<file path="src/rtl/obuf_reader_if.sv">
// Read-port and result-stream bundle for the output-buffer reader.
// master = obuf_reader side; slave = column RAMs plus result consumer.
interface obuf_reader_if #(
    parameter int unsigned ARRAY_M      = 16,
    parameter int unsigned PE_OUT_WIDTH = 32,
    parameter int unsigned RAM_SIZE     = 1024,
    parameter int unsigned ADDR_WIDTH   = $clog2(RAM_SIZE)
);
    logic                        o_rd_en;
    logic [$clog2(ARRAY_M)-1:0]  o_ram_idx;
    logic [ADDR_WIDTH-1:0]       o_read_addr;
    logic [PE_OUT_WIDTH-1:0]     o_rd_data;
    logic                        m_valid;
    logic                        m_ready;
    logic [PE_OUT_WIDTH-1:0]     m_data;
    logic                        m_last;

    modport master (
        output o_rd_en, o_ram_idx, o_read_addr,
        input  o_rd_data,
        output m_valid, m_data, m_last,
        input  m_ready
    );

    modport slave (
        input  o_rd_en, o_ram_idx, o_read_addr,
        output o_rd_data,
        input  m_valid, m_data, m_last,
        output m_ready
    );
endinterface

</file>
<file path="src/rtl/obuf_reader.sv">
// Walks a result tile row-major across the column RAMs and streams each word out
// through a 2-entry FIFO that absorbs the one-cycle RAM read latency.
module obuf_reader #(
    parameter int unsigned ARRAY_M      = 16,
    parameter int unsigned ARRAY_N      = 16,
    parameter int unsigned PE_OUT_WIDTH = 32,
    parameter int unsigned RAM_SIZE     = 1024,
    parameter int unsigned ADDR_WIDTH   = $clog2(RAM_SIZE)
) (
    input  logic                       clk,
    input  logic                       reset_n,
    input  logic                       start,
    input  logic [ADDR_WIDTH-1:0]      base_addr,
    input  logic [$clog2(ARRAY_N):0]   num_rows,
    input  logic [$clog2(ARRAY_M):0]   num_cols,
    output logic                       busy,
    output logic                       done,
    obuf_reader_if.master              bus
);
    localparam int unsigned RowW = $clog2(ARRAY_N) + 1;
    localparam int unsigned ColW = $clog2(ARRAY_M) + 1;
    localparam int unsigned IdxW = $clog2(ARRAY_M);

    typedef enum logic [1:0] {StIdle, StRead, StFlush, StDone} state_e;

    state_e                  state_q, state_d;
    logic [ADDR_WIDTH-1:0]   base_q, base_d;
    logic [RowW-1:0]         rows_q, rows_d, r_q, r_d;
    logic [ColW-1:0]         cols_q, cols_d, c_q, c_d;
    logic                    inflight_q, inflight_d;
    logic                    infl_last_q, infl_last_d;
    logic [PE_OUT_WIDTH-1:0] fifo_data_q [2];
    logic [PE_OUT_WIDTH-1:0] fifo_data_d [2];
    logic [1:0]              fifo_last_q, fifo_last_d;
    logic                    wr_ptr_q, wr_ptr_d, rd_ptr_q, rd_ptr_d;
    logic [1:0]              cnt_q, cnt_d;

    logic       pop, rd_fire, last_elem;
    logic [2:0] credit;

    always_comb begin
        pop       = (cnt_q != 2'd0) & bus.m_ready;
        // Occupancy after this cycle's returns and pops; a new read needs a free slot.
        credit    = {1'b0, cnt_q} + {2'b00, inflight_q} - {2'b00, pop};
        rd_fire   = (state_q == StRead) && (credit < 3'd2);
        last_elem = (r_q == rows_q - RowW'(1)) && (c_q == cols_q - ColW'(1));

        state_d     = state_q;
        base_d      = base_q;
        rows_d      = rows_q;
        cols_d      = cols_q;
        r_d         = r_q;
        c_d         = c_q;
        inflight_d  = rd_fire;
        infl_last_d = rd_fire & last_elem;
        fifo_data_d = fifo_data_q;
        fifo_last_d = fifo_last_q;
        wr_ptr_d    = wr_ptr_q;
        rd_ptr_d    = rd_ptr_q;
        cnt_d       = cnt_q + {1'b0, inflight_q} - {1'b0, pop};

        unique case (state_q)
            StIdle: begin
                if (start) begin
                    if (num_rows == '0 || num_cols == '0) begin
                        state_d = StDone;
                    end else begin
                        base_d  = base_addr;
                        rows_d  = (num_rows > RowW'(ARRAY_N)) ? RowW'(ARRAY_N) : num_rows;
                        cols_d  = (num_cols > ColW'(ARRAY_M)) ? ColW'(ARRAY_M) : num_cols;
                        r_d     = '0;
                        c_d     = '0;
                        state_d = StRead;
                    end
                end
            end
            StRead: begin
                if (rd_fire) begin
                    if (c_q == cols_q - ColW'(1)) begin
                        c_d = '0;
                        r_d = r_q + RowW'(1);
                    end else begin
                        c_d = c_q + ColW'(1);
                    end
                    if (last_elem) state_d = StFlush;
                end
            end
            StFlush: begin
                // Leave once the FIFO drains this cycle so done lands right after the last pop.
                if (!inflight_q && cnt_q == {1'b0, pop}) state_d = StDone;
            end
            StDone:  state_d = StIdle;
            default: state_d = StIdle;
        endcase

        if (inflight_q) begin
            fifo_data_d[wr_ptr_q] = bus.o_rd_data;
            fifo_last_d[wr_ptr_q] = infl_last_q;
            wr_ptr_d              = ~wr_ptr_q;
        end
        if (pop) rd_ptr_d = ~rd_ptr_q;
    end

    always_ff @(posedge clk or negedge reset_n) begin
        if (!reset_n) begin
            state_q        <= StIdle;
            base_q         <= '0;
            rows_q         <= '0;
            cols_q         <= '0;
            r_q            <= '0;
            c_q            <= '0;
            inflight_q     <= 1'b0;
            infl_last_q    <= 1'b0;
            fifo_data_q[0] <= '0;
            fifo_data_q[1] <= '0;
            fifo_last_q    <= '0;
            wr_ptr_q       <= 1'b0;
            rd_ptr_q       <= 1'b0;
            cnt_q          <= '0;
        end else begin
            state_q        <= state_d;
            base_q         <= base_d;
            rows_q         <= rows_d;
            cols_q         <= cols_d;
            r_q            <= r_d;
            c_q            <= c_d;
            inflight_q     <= inflight_d;
            infl_last_q    <= infl_last_d;
            fifo_data_q[0] <= fifo_data_d[0];
            fifo_data_q[1] <= fifo_data_d[1];
            fifo_last_q    <= fifo_last_d;
            wr_ptr_q       <= wr_ptr_d;
            rd_ptr_q       <= rd_ptr_d;
            cnt_q          <= cnt_d;
        end
    end

    always_comb begin
        busy            = (state_q == StRead) || (state_q == StFlush);
        done            = (state_q == StDone);
        bus.o_rd_en     = rd_fire;
        bus.o_ram_idx   = c_q[IdxW-1:0];
        bus.o_read_addr = base_q + ADDR_WIDTH'(r_q);
        bus.m_valid     = (cnt_q != 2'd0);
        bus.m_data      = bus.m_valid ? fifo_data_q[rd_ptr_q] : '0;
        bus.m_last      = bus.m_valid & fifo_last_q[rd_ptr_q];
    end
endmodule

</file>
<file path="src/flat_wrapper.sv">
// flat-port wrapper written by rule: the top's interface ports become plain ports
module obuf_reader_flat 
#(
    parameter int unsigned ARRAY_M      = 16,
    parameter int unsigned ARRAY_N      = 16,
    parameter int unsigned PE_OUT_WIDTH = 32,
    parameter int unsigned RAM_SIZE     = 1024,
    parameter int unsigned ADDR_WIDTH   = $clog2(RAM_SIZE)
)
  (clk, reset_n, start, base_addr, num_rows, num_cols, busy, done, bus_o_rd_en, bus_o_ram_idx, bus_o_read_addr, bus_o_rd_data, bus_m_valid, bus_m_data, bus_m_last, bus_m_ready);
  obuf_reader_if #(.ARRAY_M(ARRAY_M), .PE_OUT_WIDTH(PE_OUT_WIDTH), .RAM_SIZE(RAM_SIZE), .ADDR_WIDTH(ADDR_WIDTH)) bus_i ();
  input  logic clk;
  input  logic reset_n;
  input  logic start;
  input  logic [ADDR_WIDTH-1:0] base_addr;
  input  logic [$clog2(ARRAY_N):0] num_rows;
  input  logic [$clog2(ARRAY_M):0] num_cols;
  output logic busy;
  output logic done;
  output wire logic [$bits(bus_i.o_rd_en)-1:0] bus_o_rd_en;
  output wire logic [$bits(bus_i.o_ram_idx)-1:0] bus_o_ram_idx;
  output wire logic [$bits(bus_i.o_read_addr)-1:0] bus_o_read_addr;
  input wire logic [$bits(bus_i.o_rd_data)-1:0] bus_o_rd_data;
  output wire logic [$bits(bus_i.m_valid)-1:0] bus_m_valid;
  output wire logic [$bits(bus_i.m_data)-1:0] bus_m_data;
  output wire logic [$bits(bus_i.m_last)-1:0] bus_m_last;
  input wire logic [$bits(bus_i.m_ready)-1:0] bus_m_ready;
  assign bus_o_rd_en = bus_i.o_rd_en;
  assign bus_o_ram_idx = bus_i.o_ram_idx;
  assign bus_o_read_addr = bus_i.o_read_addr;
  assign bus_i.o_rd_data = bus_o_rd_data;
  assign bus_m_valid = bus_i.m_valid;
  assign bus_m_data = bus_i.m_data;
  assign bus_m_last = bus_i.m_last;
  assign bus_i.m_ready = bus_m_ready;
  obuf_reader #(.ARRAY_M(ARRAY_M), .ARRAY_N(ARRAY_N), .PE_OUT_WIDTH(PE_OUT_WIDTH), .RAM_SIZE(RAM_SIZE), .ADDR_WIDTH(ADDR_WIDTH)) u_core (.clk(clk), .reset_n(reset_n), .start(start), .base_addr(base_addr), .num_rows(num_rows), .num_cols(num_cols), .busy(busy), .done(done), .bus(bus_i));
endmodule
</file>
<file path="config.mk">
export PLATFORM = sky130hd
export DESIGN_NAME = obuf_reader_flat
export DESIGN_NICKNAME = d
export VERILOG_FILES = /design/src/rtl/obuf_reader_if.sv /design/src/rtl/obuf_reader.sv /design/src/flat_wrapper.sv
export SDC_FILE = /design/constraint.sdc
export NUM_CORES = 1
export LEC_CHECK = 0
export ABC_AREA = 1
export CAP_MARGIN = 10
export CORE_MARGIN = 2
export CORE_UTILIZATION = 42
export DETAILED_ROUTE_END_ITERATION = 7
export MAX_ROUTING_LAYER = met4
export PLACE_DENSITY = 0.67
export SETUP_SLACK_MARGIN = 0.05
export SYNTH_ARGS = -nofsm -noshare
export SYNTH_HDL_FRONTEND = slang
export SYNTH_SLANG_ARGS = --single-unit
</file>
<file path="constraint.sdc">
create_clock -name clk -period 2.92 [get_ports clk]
set_input_delay 0.584 -clock clk [delete_from_list [all_inputs] [get_ports clk]]
set_output_delay 0.584 -clock clk [all_outputs]
set_load 0.02 [all_outputs]
</file>
# ---- Yosys cells after proc, flatten, opt, wreduce, memory -nomap -nowiden
# Index checks and enable logic that the tools add are counted.
# Widths: inputs -> output; s select.
dict set report word_totals {
  register_bits 104
  latchBits 0
  ram_bits 0
  rom_bits 0
  inputBits 56
  out_inout_bits 51
  word_cells 97
  mem_count 0
}
dict set report classes {
  add_sub_neg 9
  mul 0
  div 0
  order_cmp 9
  eq_ne 12
  shift 0
  mux 28
  bitwise_logic 8
  n_reduce_logical 17
}
# cell n
set ops {}
lappend ops {{$mux 32} 5}
lappend ops {{$bwmux 64} 1}
lappend ops {{$mux 5} 8}
lappend ops {{$demux 32 s1} 1}
lappend ops {{$pmux 5 s2} 2}
lappend ops {{$add 10x5->10} 1}
lappend ops {{$add 5x1->5 const B} 2}
lappend ops {{$eq 5x5->1} 2}
lappend ops {{$gt 5x5->1 const B} 2}
lappend ops {{$logic_not 5->1} 2}
lappend ops {{$mux 2} 5}
lappend ops {{$sub 5x1->5 const B} 2}
lappend ops {{$pmux 2 s4} 1}
lappend ops {{$reduce_and 4->1} 2}
lappend ops {{$ne 2x1->1 const B} 3}
lappend ops {{$ne 2x2->1 const B} 3}
lappend ops {{$logic_and 1x1->1} 5}
lappend ops {{$reduce_and 5->1} 1}
lappend ops {{$eq 2x2->1 const B} 2}
lappend ops {{$ge 2x2->1 const B} 2}
lappend ops {{$lt 1x2->1 const B} 2}
lappend ops {{$not 1->2} 2}
lappend ops {{$reduce_bool 2->1} 2}
lappend ops {{$add 2x1->3} 1}
lappend ops {{17 further kinds} 24}

# ---- Depth between registers and ports, before layout
dict set report depth {
  word_depth 7
  mapped_depth 17
  ltp_nobuf 17
}

# ---- Least setup slack after synthesis
# No wires, ideal clock.
dict set report synth_path {
  kind {reg-to-output}
  from {register u_core.cnt_q[1]}
  to {output port bus_o_rd_en}
  t_arrival_ps 2239
  t_required_ps 2336
  slack_ps 97
  path_stages_with_launch 10
  n_path_buf 0
  cell_sequence {dfrtp_1 -> nor2_1 -> nor2_1 -> ha_1 -> inv_1 -> ha_1 -> fa_1 -> a21oi_1 -> nand2_1 -> nor2_1}
}
dict set report synth_via {
  elab_chain_len 5
  word_cells_on_any_way 6
  classes_between {add/sub: 2; order compare: 1; bitwise: 1; reduce/logical: 2}
}
# item line_no
set synth_rtl {}
lappend synth_rtl {{start: declaration} obuf_reader.sv:36} ;# logic [1:0] cnt_q, cnt_d;
lappend synth_rtl {{start signal: assignment} obuf_reader.sv:134} ;# cnt_q <= cnt_d;
lappend synth_rtl {{$reduce_bool 2->1} obuf_reader.sv:42} ;# pop = (cnt_q != 2'd0) & bus.m_ready;
lappend synth_rtl {{$and 1x1->1} obuf_reader.sv:42}
lappend synth_rtl {{via u_core.pop} obuf_reader.sv:38} ;# logic pop, rd_fire, last_elem;
lappend synth_rtl {{$sub 3x1->3} obuf_reader.sv:44} ;# credit = {1'b0, cnt_q} + {2'b00, inflight_q} - {2'b00, pop};
lappend synth_rtl {{$lt 3x2->1} obuf_reader.sv:45} ;# rd_fire = (state_q == StRead) && (credit < 3'd2);
lappend synth_rtl {{$logic_and 1x1->1} obuf_reader.sv:45}
lappend synth_rtl {{end: declaration} flat_wrapper.sv:20} ;# output wire logic [$bits(bus_i.o_rd_en)-1:0] bus_o_rd_en;
# The timed path passes the listed nets, and every way through them passes these cells.

# ---- Final worst setup path
# Ends and elaborated chain as after synthesis.

==> results.toml <==
[outcome]
status = "complete, but fails checks"
violations = "setup timing"

[floorplanning]
fp-row-count = 41
die-area_mm2 = 0.0138
core-area_mm2 = 0.0126
initial_core_util_pct = 43.0
pin_count = 107
fp.dieH_um = 117
die_w_um = 117

[synth]
ys_seq_area_share_pct = 48.2
async_reset_ff_share_pct = 100
synth_cells = 683
avgSynthCellArea_um2 = 7.90
ys_warn_count = 0
yosysUniqueCellTypes = 32
ys.flop_type = "dfrtp_1"
synth_edf_count = 0
ys_ff_latch = 104
synth_nets = 756
netlist_area_mm2 = 0.00540

[grt]
grt_pass1_wl_mm = 21.2
antenna_found_initial = 0
grt.total_usage_pct = 19.0
grt-ovfl-total = 0
grt_pass1_vias = 4701
grt_max_degree = 68

[worst_setup_path]
cp-start-kind = "register"
endpoint_kind = "primary output"
path_class = "reg2out"
cp.arrival_ns = 2.37
cp.required_ns = 2.34
critical_path.max_fanout = 2

[final_layout]
fin_util_pct = 55.4
insertedDiodeCount = 0
area_delta_synth_final_pct = 29.0
final_common_cell = "nand2_1"
mostFrequentLayoutCells = "238 x nand2_1, 104 x dfrtp_1, 96 x clkdlybuf4s50_1, 72 x inv_1, 64 x o21ai_0"
layout.nets = 861
drive_gt1_share_pct = 10.5

[placement]
gp_congestion = 0.818
port_buffers = 106
dp_hpwl_mm = 8.53

[route]
ant_nets = 0
dr_total_vias = 4680
drt_first_pass_iters = 4
wl_per_cell_um = 12.4
drtIter0Drc = 386
wl_mm = 12.0
drc = 0
via_per_inst = 4.85

[power]
vdd.ir_drop.worst_v = 0.000515
power_mw = 7.93
leakagePower_nw = 3.52
p_per_area_mw_per_mm2 = 1140

[sta]
layout_min_cycle_time_ns = 2.95
timing.final.crit_share_pct = 101
timing.fmax_mhz = 339
rsz0062_at_grt = "yes"
slew_headroom_pct = 59.3
tightest_slew_ns = 0.610
drv_slew = 0
hold_viol = 0
setup-violations-final = 1
fin_ws_ns = -0.0295
skew_ns = 0.00544

[cts]
clkLatencyLatePin_ns = 0.35
path_clk_slew_ns = 0.07
cts_tree = "built"
cts_max_path_buffers = 2
root_buffer = "clkbuf_16"
cts_hold_buf = 0
htree_levels = 3
clock-sinks = 104
numCtsBuffers = 9

[worst_hold_path]
hold_path_class = "in2async"

[flow_run]
drv_cap = 0
## critical path, cell delays in order (launching register included)
cell	delay, ns
dfrtp_1	0.40
nor2_2	0.14
nor2_2	0.05
ha_1	0.27
inv_1	0.04
ha_2	0.17
fa_1	0.46
a21oi_2	0.13
nand2_2	0.08
nor2_4	0.13
buf_6	0.14
## flip-flops by register name (all words and copies together) (netlist names), 2 cells and up
signal,cells
u_core.base_q,10
u_core.rows_q,5
u_core.fifo_data_q,64
u_core.state_q,2
u_core.cols_q,5
u_core.cnt_q,2
u_core.c_q,5
u_core.r_q,5
u_core.fifo_last_q,2
## synth_stat cells (3+ instances only)
master / instances / area [um2]
a21oi_1: 40 / 200
buf_1: 3 / 11.3
buf_2: 6 / 30.0
buf_4: 4 / 30.0
clkbuf_1: 18 / 67.6
dfrtp_1: 104 / 2600
ha_1: 15 / 188
inv_1: 74 / 278
inv_2: 10 / 37.5
nand2_1: 240 / 901
nand2_2: 5 / 31.3
nand2_4: 3 / 33.8
nand3_1: 24 / 120
nand4_1: 7 / 43.8
nor2_1: 15 / 56.3
o21ai_0: 64 / 320
o21ai_1: 10 / 50.1
o22ai_1: 4 / 25.0
xnor2_1: 6 / 52.6
xor2_1: 14 / 123
## area by class of cell
| cell class | instances | area, um2 |
|---|---|---|
| fill | 1205 | 5600 |
| sequential | 104 | 2600 |
| tap | 172 | 215 |
| clock buffer | 9 | 225 |
| multi-input combinational | 459 | 2320 |
| timing repair buffer | 128 | 1210 |
| clock inverter | 7 | 61.3 |
| inverter | 86 | 332 |
## worst paths after layout
| check | startpoint | cells past startpoint | slack, ns | endpoint |
|---|---|---|---|---|
| setup / recovery | u_core.cnt_q[1]$_DFF_PN0_ | 10 | -0.03 | bus_o_rd_en |
| hold / removal | reset_n | 1 | 0.15 | u_core.fifo_data_q[9]$_DFFE_PN0P_ |
| setup reg to reg | u_core.cnt_q[1]$_DFF_PN0_ | 17 | 0.30 | u_core.r_q[2]$_DFFE_PN0P_ |
| hold reg to reg | u_core.base_q[3]$_DFFE_PN0P_ | 2 | 0.48 | u_core.base_q[3]$_DFFE_PN0P_ |
| max in group asynchronous | reset_n | 2 | 2.05 | u_core.fifo_data_q[23]$_DFFE_PN0P_ |
| min in group clk | u_core.base_q[3]$_DFFE_PN0P_ | 2 | 0.48 | u_core.base_q[3]$_DFFE_PN0P_ |
## report_power, final
| part | switching (mW) | total [mW] | leakage [nW] | internal [mW] |
|---|---|---|---|---|
| Combinational | 2.46 | 4.28 | 2.10 | 1.82 |
| Clock | 0.562 | 1.16 | 0.140 | 0.596 |
| Sequential | 0.403 | 2.49 | 1.29 | 2.09 |
## per-stage QoR
step	setup slack [ns]	instances	area (um2)	hold WS [ns]	setup TNS, ns
final	-0.0295	965	6970	0.155	-0.0295
after global routing	-0.131	965	6970	0.179	-0.131
after CTS	-0.117	965	6980	0.162	-0.117
after detailed placement	-0.917	948	6670	0.465	-4.51
after global placement	-0.878	948	6670	0.464	-3.70
after floorplan	0.0971	683	5400	0.288	0
## what timing repair did
action / CTS / global route
pin swaps: 5 / 5
endpoints found under the hold margin: 0 / 0
cloned: 0 / 0
buffers inserted: 1 / 0
gates resized for setup: 21 / 14
endpoints found under the setup margin: 12 / 16
## metal layers
metal | track usage (%) | vias to the layer above | part of all wire, %
met5 | - | - | 0
met2 | 32.3 | 119 | 49
met3 | 4.67 | 6 | 5.6
li1 | - | 2347 | -
met1 | 23.2 | 2208 | 45
met4 | 3.46 | 0 | 0.51
## logic make-up after synthesis
group / Yosys count / share of synthesized area [%]
adders and majority gates: 17 / 4.22
xor gates and xnor gates: 20 / 3.24
AOI/OAI and AO/OA: 119 / 11.2
DFF: 104 / 48.2
and+or+nand+nor: 303 / 23.8
buffers and inverters: 120 / 9.32
No activity file was read; power rests on OpenSTA's default activity.
